**src/rtl/tnet_arb_pkg.sv**
```systemverilog
// tnet_arb_pkg: shared FSM state encoding and source indices for the tnet transmit arbiter
package tnet_arb_pkg;
  typedef enum logic [1:0] {IDLE, ARB, XFER, GAP} arb_state_t;
  localparam int SRC_UDP  = 0;
  localparam int SRC_ARP  = 1;
  localparam int SRC_ICMP = 2;
endpackage

```
**src/rtl/rr_pick.sv**
```systemverilog
// rr_pick: combinational round-robin pick (req, last in; gnt_idx, gnt_vld out), search starts at last+1 and wraps modulo N
module rr_pick #(
  parameter int N = 3
) (
  input  logic [N-1:0]         req,
  input  logic [$clog2(N)-1:0] last,
  output logic [$clog2(N)-1:0] gnt_idx,
  output logic                 gnt_vld
);
  localparam int W = $clog2(N);
  localparam logic [W:0] NW       = (W+1)'(N);
  localparam logic [W:0] LAST_IDX = (W+1)'(N-1);
  localparam logic [W:0] ONE      = (W+1)'(1);
  logic [2*N-1:0] w_dbl;
  logic [N-1:0]   w_rot;
  logic [W:0]     w_start;
  logic [W:0]     w_sum;
  logic [W-1:0]   w_enc;
  assign w_dbl   = {req, req};
  assign w_start = {1'b0, last} == LAST_IDX ? '0 : {1'b0, last} + ONE;
  assign w_rot   = w_dbl[w_start +: N];
  always_comb begin
    w_enc = '0;
    for (int k = N-1; k >= 0; k--) w_enc = w_rot[k] ? W'(k) : w_enc;
  end
  assign w_sum   = {1'b0, w_enc} + w_start;
  assign gnt_idx = W'(w_sum >= NW ? w_sum - NW : w_sum);
  assign gnt_vld = |req;
endmodule

```
**src/rtl/tnet_tx_arbiter.sv**
```systemverilog
// tnet_tx_arbiter: frame-level round-robin mux of N_SRC byte streams (src_t*) onto trans_tnet_*, with grant_out/busy_out status
module tnet_tx_arbiter
  import tnet_arb_pkg::*;
#(
  parameter int N_SRC      = 3,
  parameter int GAP_CYCLES = 2
) (
  input  logic               logic_clk,
  input  logic               logic_rst,
  input  logic [8*N_SRC-1:0] src_tdata_in,
  input  logic [N_SRC-1:0]   src_tvalid_in,
  input  logic [N_SRC-1:0]   src_tlast_in,
  output logic [N_SRC-1:0]   src_tready_out,
  output logic [7:0]         trans_tnet_data_out,
  output logic               trans_tnet_valid_out,
  output logic               trans_tnet_last_out,
  input  logic               trans_tnet_ready_in,
  output logic [N_SRC-1:0]   grant_out,
  output logic               busy_out
);
  localparam int LW = $clog2(N_SRC);
  arb_state_t       r_state;
  logic [N_SRC-1:0] r_grant;
  logic [LW-1:0]    r_last_grant;
  logic [7:0]       r_gap;
  logic [LW-1:0]    w_pick_idx;
  logic             w_pick_vld;
  logic             w_xfer;
  logic             w_done;
  rr_pick #(.N(N_SRC)) u_pick (
    .req     (src_tvalid_in),
    .last    (r_last_grant),
    .gnt_idx (w_pick_idx),
    .gnt_vld (w_pick_vld)
  );
  // last_grant is updated on every successful pick, so it doubles as the owner index during XFER
  assign w_xfer               = r_state == XFER;
  assign trans_tnet_data_out  = w_xfer ? src_tdata_in[{r_last_grant, 3'b000} +: 8] : 8'h00;
  assign trans_tnet_valid_out = w_xfer & src_tvalid_in[r_last_grant];
  assign trans_tnet_last_out  = w_xfer & src_tlast_in[r_last_grant];
  assign src_tready_out       = r_grant & {N_SRC{trans_tnet_ready_in}};
  assign w_done               = trans_tnet_valid_out & trans_tnet_ready_in & trans_tnet_last_out;
  assign grant_out            = r_grant;
  assign busy_out             = r_state != IDLE;
  always_ff @(posedge logic_clk) begin
    if (logic_rst) begin
      r_state      <= IDLE;
      r_grant      <= '0;
      r_last_grant <= LW'(N_SRC-1);
      r_gap        <= 8'd0;
    end else begin
      case (r_state)
        IDLE: r_state <= |src_tvalid_in ? ARB : IDLE;
        ARB: begin
          r_state <= w_pick_vld ? XFER : IDLE;
          if (w_pick_vld) begin
            r_grant      <= N_SRC'(1) << w_pick_idx;
            r_last_grant <= w_pick_idx;
          end
        end
        XFER: if (w_done) begin
          r_grant <= '0;
          r_state <= GAP_CYCLES == 0 ? IDLE : GAP;
          r_gap   <= 8'(GAP_CYCLES-1);
        end
        GAP: begin
          r_state <= r_gap == 8'd0 ? IDLE : GAP;
          r_gap   <= r_gap == 8'd0 ? 8'd0 : r_gap - 8'd1;
        end
        default: r_state <= IDLE;
      endcase
    end
  end
endmodule

```
**config.mk**
```make
export PLATFORM = sky130hd
export DESIGN_NAME = tnet_tx_arbiter
export DESIGN_NICKNAME = d
export VERILOG_FILES = /design/src/rtl/tnet_arb_pkg.sv /design/src/rtl/rr_pick.sv /design/src/rtl/tnet_tx_arbiter.sv
export SDC_FILE = /design/constraint.sdc
export NUM_CORES = 1
export LEC_CHECK = 0
export CORE_ASPECT_RATIO = 1.1
export CORE_MARGIN = 2
export CORE_UTILIZATION = 49
export CTS_BUF_LIST = sky130_fd_sc_hd__clkbuf_2 sky130_fd_sc_hd__clkbuf_4 sky130_fd_sc_hd__clkbuf_8
export CTS_CLUSTER_DIAMETER = 120
export DETAILED_ROUTE_END_ITERATION = 12
export GPL_ROUTABILITY_DRIVEN = 0
export HOLD_SLACK_MARGIN = 0.1
export PLACE_DENSITY = 0.92
export SLEW_MARGIN = 25
export SYNTH_ARGS = -nofsm -noshare
export SYNTH_HDL_FRONTEND = slang
export SYNTH_SLANG_ARGS = --single-unit
```
**constraint.sdc**
```tcl
create_clock -name logic_clk -period 5.7 [get_ports logic_clk]
set_input_delay 0.57 -clock logic_clk [delete_from_list [all_inputs] [get_ports logic_clk]]
set_output_delay 0.57 -clock logic_clk [all_outputs]
set_load 0.01 [all_outputs]
```
==> results of run 1 <==
-- stage by stage --
stage / utilization [%] / total power [W] / cells / setup WS (ns) / instance area (um^2)
2_1_floorplan: - / 0.000294 / 166 / 2.83 / 1330
3_3_place_gp: 71.0 / 0.000350 / 236 / 2.26 / 1810
3_5_place_dp: 71.0 / 0.000361 / 236 / 2.11 / 1810
5_1_grt: 72.2 / 0.000453 / 240 / 2.00 / 1840
6_report: 72.2 / 0.000424 / 240 / 2.28 / 1840
4_1_cts: 72.2 / 0.000426 / 240 / 2.28 / 1840
-- cell type report --
cell class	instances	share of cell area (%)
sequential	15	16.3
timing repair buffer	49	26.7
tap	31	2.11
multi-input combinational	134	51.8
clock buffer	4	1.63
inverter	7	1.43
-- layer usage --
metal | part of all wire (%) | vias up
li1 | - | 687
met1 | 41 | 644
met2 | 46 | 55
met3 | 12 | 6
met4 | 1.2 | 0
met5 | 0 | -
-- worst max-delay path: cells and delay by family (launching register included) --
kind	cells	cell delay, ns
flip-flops	1	0.94
AND/OR/NAND/NOR	1	0.17
buffers and inverters	2	0.12
AO/OA/AOI/OAI	5	1.15
adder cells (fa/ha/maj)	3	0.92
-- how the worst max path moves through the flow --
stage | from | to | slack, ns | cells past startpoint
2_1_floorplan | r_last_grant[1]$_SDFFE_PP1P_ | grant_out[1]$_SDFFE_PP0P_ | 2.83 | 12
3_3_place_gp | src_tvalid_in[2] | grant_out[1]$_SDFFE_PP0P_ | 2.26 | 11
3_5_place_dp | src_tvalid_in[2] | grant_out[0]$_SDFFE_PP0P_ | 2.11 | 12
4_1_cts | r_last_grant[1]$_SDFFE_PP1P_ | grant_out[0]$_SDFFE_PP0P_ | 2.28 | 11
5_1_grt | r_last_grant[1]$_SDFFE_PP1P_ | grant_out[0]$_SDFFE_PP0P_ | 2.00 | 12
6_report | r_last_grant[1]$_SDFFE_PP1P_ | grant_out[0]$_SDFFE_PP0P_ | 2.28 | 11
-- flip-flops by register name, indices dropped and copies added, names as in the netlist --
signal and flops:
grant_out 3, r_gap 8, r_last_grant 2, r_state 2
-- kinds of logic after synthesis --
| family | count (synthesis) | share of synthesized area (%) |
|---|---|---|
| AND/OR/NAND/NOR | 71 | 28.1 |
| AO/OA/AOI/OAI | 45 | 28.0 |
| buffers and inverters | 17 | 6.19 |
| flip-flops | 15 | 22.5 |
| multiplexers | 11 | 8.54 |
| adder cells (fa/ha/maj) | 5 | 5.25 |
| XOR/XNOR | 2 | 1.31 |
-- placed cells by master (no fill, tap or decap), types with 3 or more instances in the layout --
cell type / instances
nand3_1: 3
inv_1: 6
ha_1: 4
clkbuf_4: 4
a21oi_1: 14
a211oi_2: 3
nand2_1: 9
mux2i_1: 10
dfxtp_1: 15
and2_1: 3
nor2b_1: 5
nand2b_1: 4
clkdlybuf4s50_1: 49
nor2_1: 29
-- power breakdown --
| part | switching (W) | total (W) | leakage [nW] | internal [W] |
|---|---|---|---|---|
| Sequential | 0.0000294 | 0.000144 | 0.122 | 0.000114 |
| Combinational | 0.000101 | 0.000215 | 0.568 | 0.000114 |
| Clock | 0.0000334 | 0.0000654 | 0.0184 | 0.0000319 |
| Total | 0.000164 | 0.000424 | 0.708 | 0.000261 |
==> qor.csv, run 1 <==
stage,metric,value,unit
global_route,GRT Resource Usage Total,23.2,%
setup_path,crit path max fanout,21,
clock_network,post-CTS sizing,0,
setup_path,worst path cell trace,"nand2_1, o21a_1, a21oi_1, ha_1, inv_1, fa_1, inv_2, ha_1, a2111oi_4, o22ai_1, a32o_1",
finish,# fillers,208,
timing,final setup violation count,0,
setup_path,Worst Reg-to-Reg Cells,11,
hold_path,hold path depth,1,
place,DP Wirelength,2.72,mm
synthesis,Syn Area/Cell,8.03,um^2
route,initial DRC count,16,
timing,shortest period the worst path allows,3.42,ns
finish,Seq. cell area,300,um^2
global_route,GRT met1 Usage,25.6,%
synthesis,area of the mapped netlist,1330,um^2
setup_path,CP max stage delay,0.94,ns
clock_network,clk root buf,clkbuf_4,
job,MaxCap Viol Count,0,
finish,multi-input logic area,951,um^2
global_route,GRT overflow,0,
setup_path,R2R Path End,grant_out[0]$_SDFFE_PP0P_,
die,I/O pins,50,
clock_network,htree depth,1,
setup_path,Crit-path slowest cell,dfxtp_1,
synthesis,YS warnings,0,
timing,Worst Clk Skew,0.000899,ns
synthesis,Synth top area share,22.5,%
die,Placeable Area,2540,um^2
timing,RSZ-0062 raised after global routing,no,
clock_network,hold_buf cts,0,
pwr,Power per Cell Area,231,nW/um^2
synthesis,ys flop type,dfxtp_1,
setup_path,r2r setup slk,2.28,ns
synthesis,ys async rst share,0,%
die,die area,3160,um^2
synthesis,most frequent cell after synthesis,nor2_1,
clock_network,postcts setup bufs,0,
route,Post-route DRC,0,
clock_network,CTS Sinks,15,
clock_network,CTS tree,yes,
clock_network,Longest Clk Path Bufs,2,
setup_path,most frequent CP cell,ha_1,
clock_network,Clock transition at path regs,0.09,ns
clock_network,TritonCTS Buffers,3,
clock_network,Skew-Pair Late Insertion Delay,0.28,ns
global_route,gr busiest metal,met2,
global_route,number of global-route vias before repair,1320,
hold_path,worst hold path type,reg2reg,
synthesis,Synth Net Count,204,
timing,final-report hold violation count,0,
timing,Fmax achieved,292,MHz
finish,area delta synth->final,37.7,%
route,Detail Route Antenna Nets,0,
timing,Final Hold Slack,0.528,ns
global_route,M2 GR Usage,41.6,%
synthesis,cell accounting for the most synthesized area,dfxtp_1,
setup_path,CP Launch Type,register,
pwr,Pleak,0.708,nW
setup_path,WS Path Type,reg2reg,
synthesis,"Seq/Total Area, Yosys",22.5,%
die,Initial Util,52.4,%
timing,fin. max-slew vios,0,
route,vias per inst,5.80,
synthesis,"EDFF count, synth",0,
finish,Layout Nets,248,
global_route,met3 usage,7.61,%
global_route,initial antenna violation count,0,
hold_path,WHS Endpoint,r_gap[7]$_SDFFE_PP0P_,
timing,headroom to the max-slew limit,38.1,%
timing,fin crit share,60.0,%
die,die extent in y,58.7,um
run_status,status,"complete, no violations",
setup_path,critical path data required time,5.88,ns
route,final WL,3.49,mm
place,PortBufs,49,
die,Site Rows,19,
die,Die Span X,53.7,um
setup_path,Worst R2R Start,r_last_grant[1]$_SDFFE_PP1P_,
timing,setup_tns,0,ns
global_route,largest net degree at the start of global routing,22,
route,detail-routed net length per standard cell,14.5,um
global_route,first-pass GRT wire length,5.62,mm
setup_path,WP data arrival,3.60,ns
route,via count,1392,
synthesis,"top cells by area, synth","dfxtp_1, nor2_1, mux2i_1",
setup_path,CP Capture Type,register,
synthesis,synthesized instance count,166,
synthesis,Yosys reg bits,15,
timing,worst slew pin tran,0.926,ns
route,DR pass1 iterations,5,
pwr,VDD IR-drop max,0.210,mV
synthesis,post-synth cell types,57,
finish,ant diodes,0,
finish,share of layout cells above drive strength 1,11.5,%
synthesis,Post-synth top cells,"nor2_1, dfxtp_1, a21oi_1",
hold_path,Hold Path Origin,r_gap[7]$_SDFFE_PP0P_,
(Power assumes the default switching activity.)
==> inputs of run 2 (changes only) <==
--- a/config.mk
+++ b/config.mk
@@ -7,13 +7,13 @@
 export LEC_CHECK = 0
 export CORE_ASPECT_RATIO = 1.1
 export CORE_MARGIN = 2
-export CORE_UTILIZATION = 49
+export CORE_UTILIZATION = 41
 export CTS_BUF_LIST = sky130_fd_sc_hd__clkbuf_2 sky130_fd_sc_hd__clkbuf_4 sky130_fd_sc_hd__clkbuf_8
 export CTS_CLUSTER_DIAMETER = 120
 export DETAILED_ROUTE_END_ITERATION = 12
 export GPL_ROUTABILITY_DRIVEN = 0
 export HOLD_SLACK_MARGIN = 0.1
-export PLACE_DENSITY = 0.92
+export PLACE_DENSITY = 0.82
 export SLEW_MARGIN = 25
 export SYNTH_ARGS = -nofsm -noshare
 export SYNTH_HDL_FRONTEND = slang
==> constraint.sdc (replaced) <==
create_clock -name logic_clk -period 2.9 [get_ports logic_clk]
set_input_delay 0.29 -clock logic_clk [delete_from_list [all_inputs] [get_ports logic_clk]]
set_output_delay 0.29 -clock logic_clk [all_outputs]
set_load 0.01 [all_outputs]
==> run 2 against run 1 <==
Net effect: die area grew 18%; global-route usage shrank 3.2 points; total power grew 110%; non-clock buffer count grew 11; utilization shrank 9.6 points; via count grew 1.7%; routed wire length shrank 0.69%; design area grew 4.8%; clock skew grew 0.0052 ns; sequential share of layout area shrank 0.75 points; final cell count grew 5.8%; critical endpoint is now grant_out[1]$_SDFFE_PP0P_.
==> qor.csv, run 2 (synthesis results as in run 1) <==
stage,metric,value,unit
pwr,Comb power frac,57.0,%
global_route,initial antenna violation count,0,
finish,"commonest non-fill, non-tap cells in the layout","clkdlybuf4s50_1, nor2_1, dfxtp_1, a21oi_1, buf_4",
global_route,GRT overflow,0,
setup_path,WS Path Type,in2reg,
clock_network,Skew-Pair Late Insertion Delay,0.30,ns
hold_path,worst hold path type,reg2reg,
finish,Layout Nets,259,
die,I/O pins,50,
pwr,Clk network pwr share,15.1,%
timing,Final WS setup,0.232,ns
hold_path,Hold Path Origin,grant_out[1]$_SDFFE_PP0P_,
place,PortBufs,49,
clock_network,htree depth,1,
route,Post-route DRC,0,
setup_path,Setup crit start,src_tvalid_in[0],
die,die extent in y,63.8,um
pwr,Switch Pwr,0.000338,W
pwr,Power per Cell Area,468,nW/um^2
die,Placeable Area,3070,um^2
timing,headroom to the max-slew limit,52.2,%
global_route,first-pass GRT wire length,5.92,mm
setup_path,critical path data required time,3.13,ns
timing,worst slew pin tran,0.715,ns
clock_network,postcts setup bufs,0,
route,DR pass1 iterations,4,
pwr,Pleak,0.770,nW
die,die area,3730,um^2
pwr,Sequential Power Share,28.0,%
finish,max reg flops,8,
clock_network,TritonCTS Buffers,3,
job,MaxCap Viol Count,0,
timing,final setup violation count,0,
route,detail-routed net length per standard cell,13.6,um
route,via count,1415,
clock_network,CTS tree,yes,
global_route,GRT Resource Usage Total,20.0,%
place,Placement Setup Slack,-0.145,ns
finish,share of layout cells above drive strength 1,15.9,%
setup_path,CP Capture Type,register,
finish,"most common cell after layout, fill and taps aside",clkdlybuf4s50_1,
timing,shortest period the worst path allows,2.67,ns
setup_path,WP data arrival,2.89,ns
timing,fin crit share,92.0,%
place,DP Wirelength,2.70,mm
die,Die Span X,58.4,um
route,final WL,3.47,mm
global_route,number of global-route vias before repair,1342,
global_route,largest net degree at the start of global routing,19,
clock_network,hold_buf cts,0,
die,Initial Util,43.4,%
pwr,VDD IR-drop max,0.376,mV
pwr,Switching Fraction,37.6,%
timing,Fmax achieved,375,MHz
route,vias per inst,5.57,
finish,register name with the most flops,r_gap,
clock_network,Longest Clk Path Bufs,2,
die,Site Rows,21,
finish,# fillers,284,
clock_network,Clock transition at path regs,0.09,ns
setup_path,crit path max fanout,3,
clock_network,CTS Sinks,15,
pwr,internal power,0.000563,W
setup_path,CP Launch Type,primary input,
run_status,status,"complete, no violations",
clock_network,clk root buf,clkbuf_4,
finish,area delta synth->final,44.4,%
finish,ant diodes,0,
timing,RSZ-0062 raised after global routing,no,
route,initial DRC count,65,
finish,fin util,62.6,%
route,Detail Route Antenna Nets,0,
timing,fin. max-slew vios,0,
timing,final-report hold violation count,0,
setup_path,Worst R2R Start,r_last_grant[1]$_SDFFE_PP1P_,
timing,Worst Clk Skew,0.00614,ns
-- run 2: changes by cell type in the layout (fill, tap and decap cells not counted) --
cell and delta:
clkdlybuf4s50_1 -1, dlymetal6s2s_1 +1, buf_4 +11
-- run 2: per-layer routing --
| metal | wire (um) | up-vias | track usage, % |
|---|---|---|---|
| met4 | 51 | 0 | 6.98 |
| met3 | 312 | 5 | 4.25 |
| met1 | 1550 | 638 | 24.6 |
| li1 | - | 713 | - |
| met2 | 1560 | 59 | 33.8 |
| met5 | 0 | - | 0 |
-- run 2: worst paths after layout --
check,endpoint,slack (ns),depth (start not counted)
setup / recovery,grant_out[1]$_SDFFE_PP0P_,0.23,11
hold / removal,grant_out[1]$_SDFFE_PP0P_,0.52,2
setup reg to reg,grant_out[1]$_SDFFE_PP0P_,0.27,8
hold reg to reg,grant_out[1]$_SDFFE_PP0P_,0.52,2
-- run 2: worst max-delay path, cell delays in order --
cell and delay (ns):
clkdlybuf4s50_1 0.50, nor2b_1 0.06, a221oi_1 0.27, a21oi_1 0.07, ha_1 0.18, inv_1 0.06
fa_1 0.45, inv_2 0.10, ha_1 0.23, or4_1 0.51, a31oi_1 0.16
-- run 2: final cells by class --
cell class,instances,area (um^2),area share (%)
clock buffer,4,30.0,1.56
inverter,7,26.3,1.36
multi-input combinational,134,951,49.4
sequential,15,300,15.6
tap,34,42.5,2.21
timing repair buffer,60,576,29.9
-- run 2: power by group through the flow --
stage | Combinational (W) | Sequential, W | Clock [W]
2_1_floorplan | 0.000332 | 0.000246 | 0
3_5_place_dp | 0.000515 | 0.000257 | 0
6_report | 0.000514 | 0.000252 | 0.000136
4_1_cts | 0.000518 | 0.000252 | 0.000136
3_3_place_gp | 0.000504 | 0.000256 | 0
5_1_grt | 0.000569 | 0.000257 | 0.000145
-- run 2: through the flow --
stage / total power, W / area, um^2 / hold WS (ns) / TNS (ns) / cells
CTS: 0.000906 / 1920 / 0.522 / 0 / 254
finish: 0.000901 / 1930 / 0.518 / 0 / 254
floorplan: 0.000578 / 1330 / 0.476 / 0 / 166
global route: 0.000971 / 1930 / 0.544 / 0 / 254
global placement: 0.000761 / 1890 / 0.496 / -0.361 / 250
detailed placement: 0.000771 / 1890 / 0.507 / -0.617 / 250
-- run 2: repair_timing --
item | in CTS | in global routing
gates resized for setup | 0 | 1
endpoints found under the setup margin | 0 | 4
endpoints found under the hold margin | 0 | 0
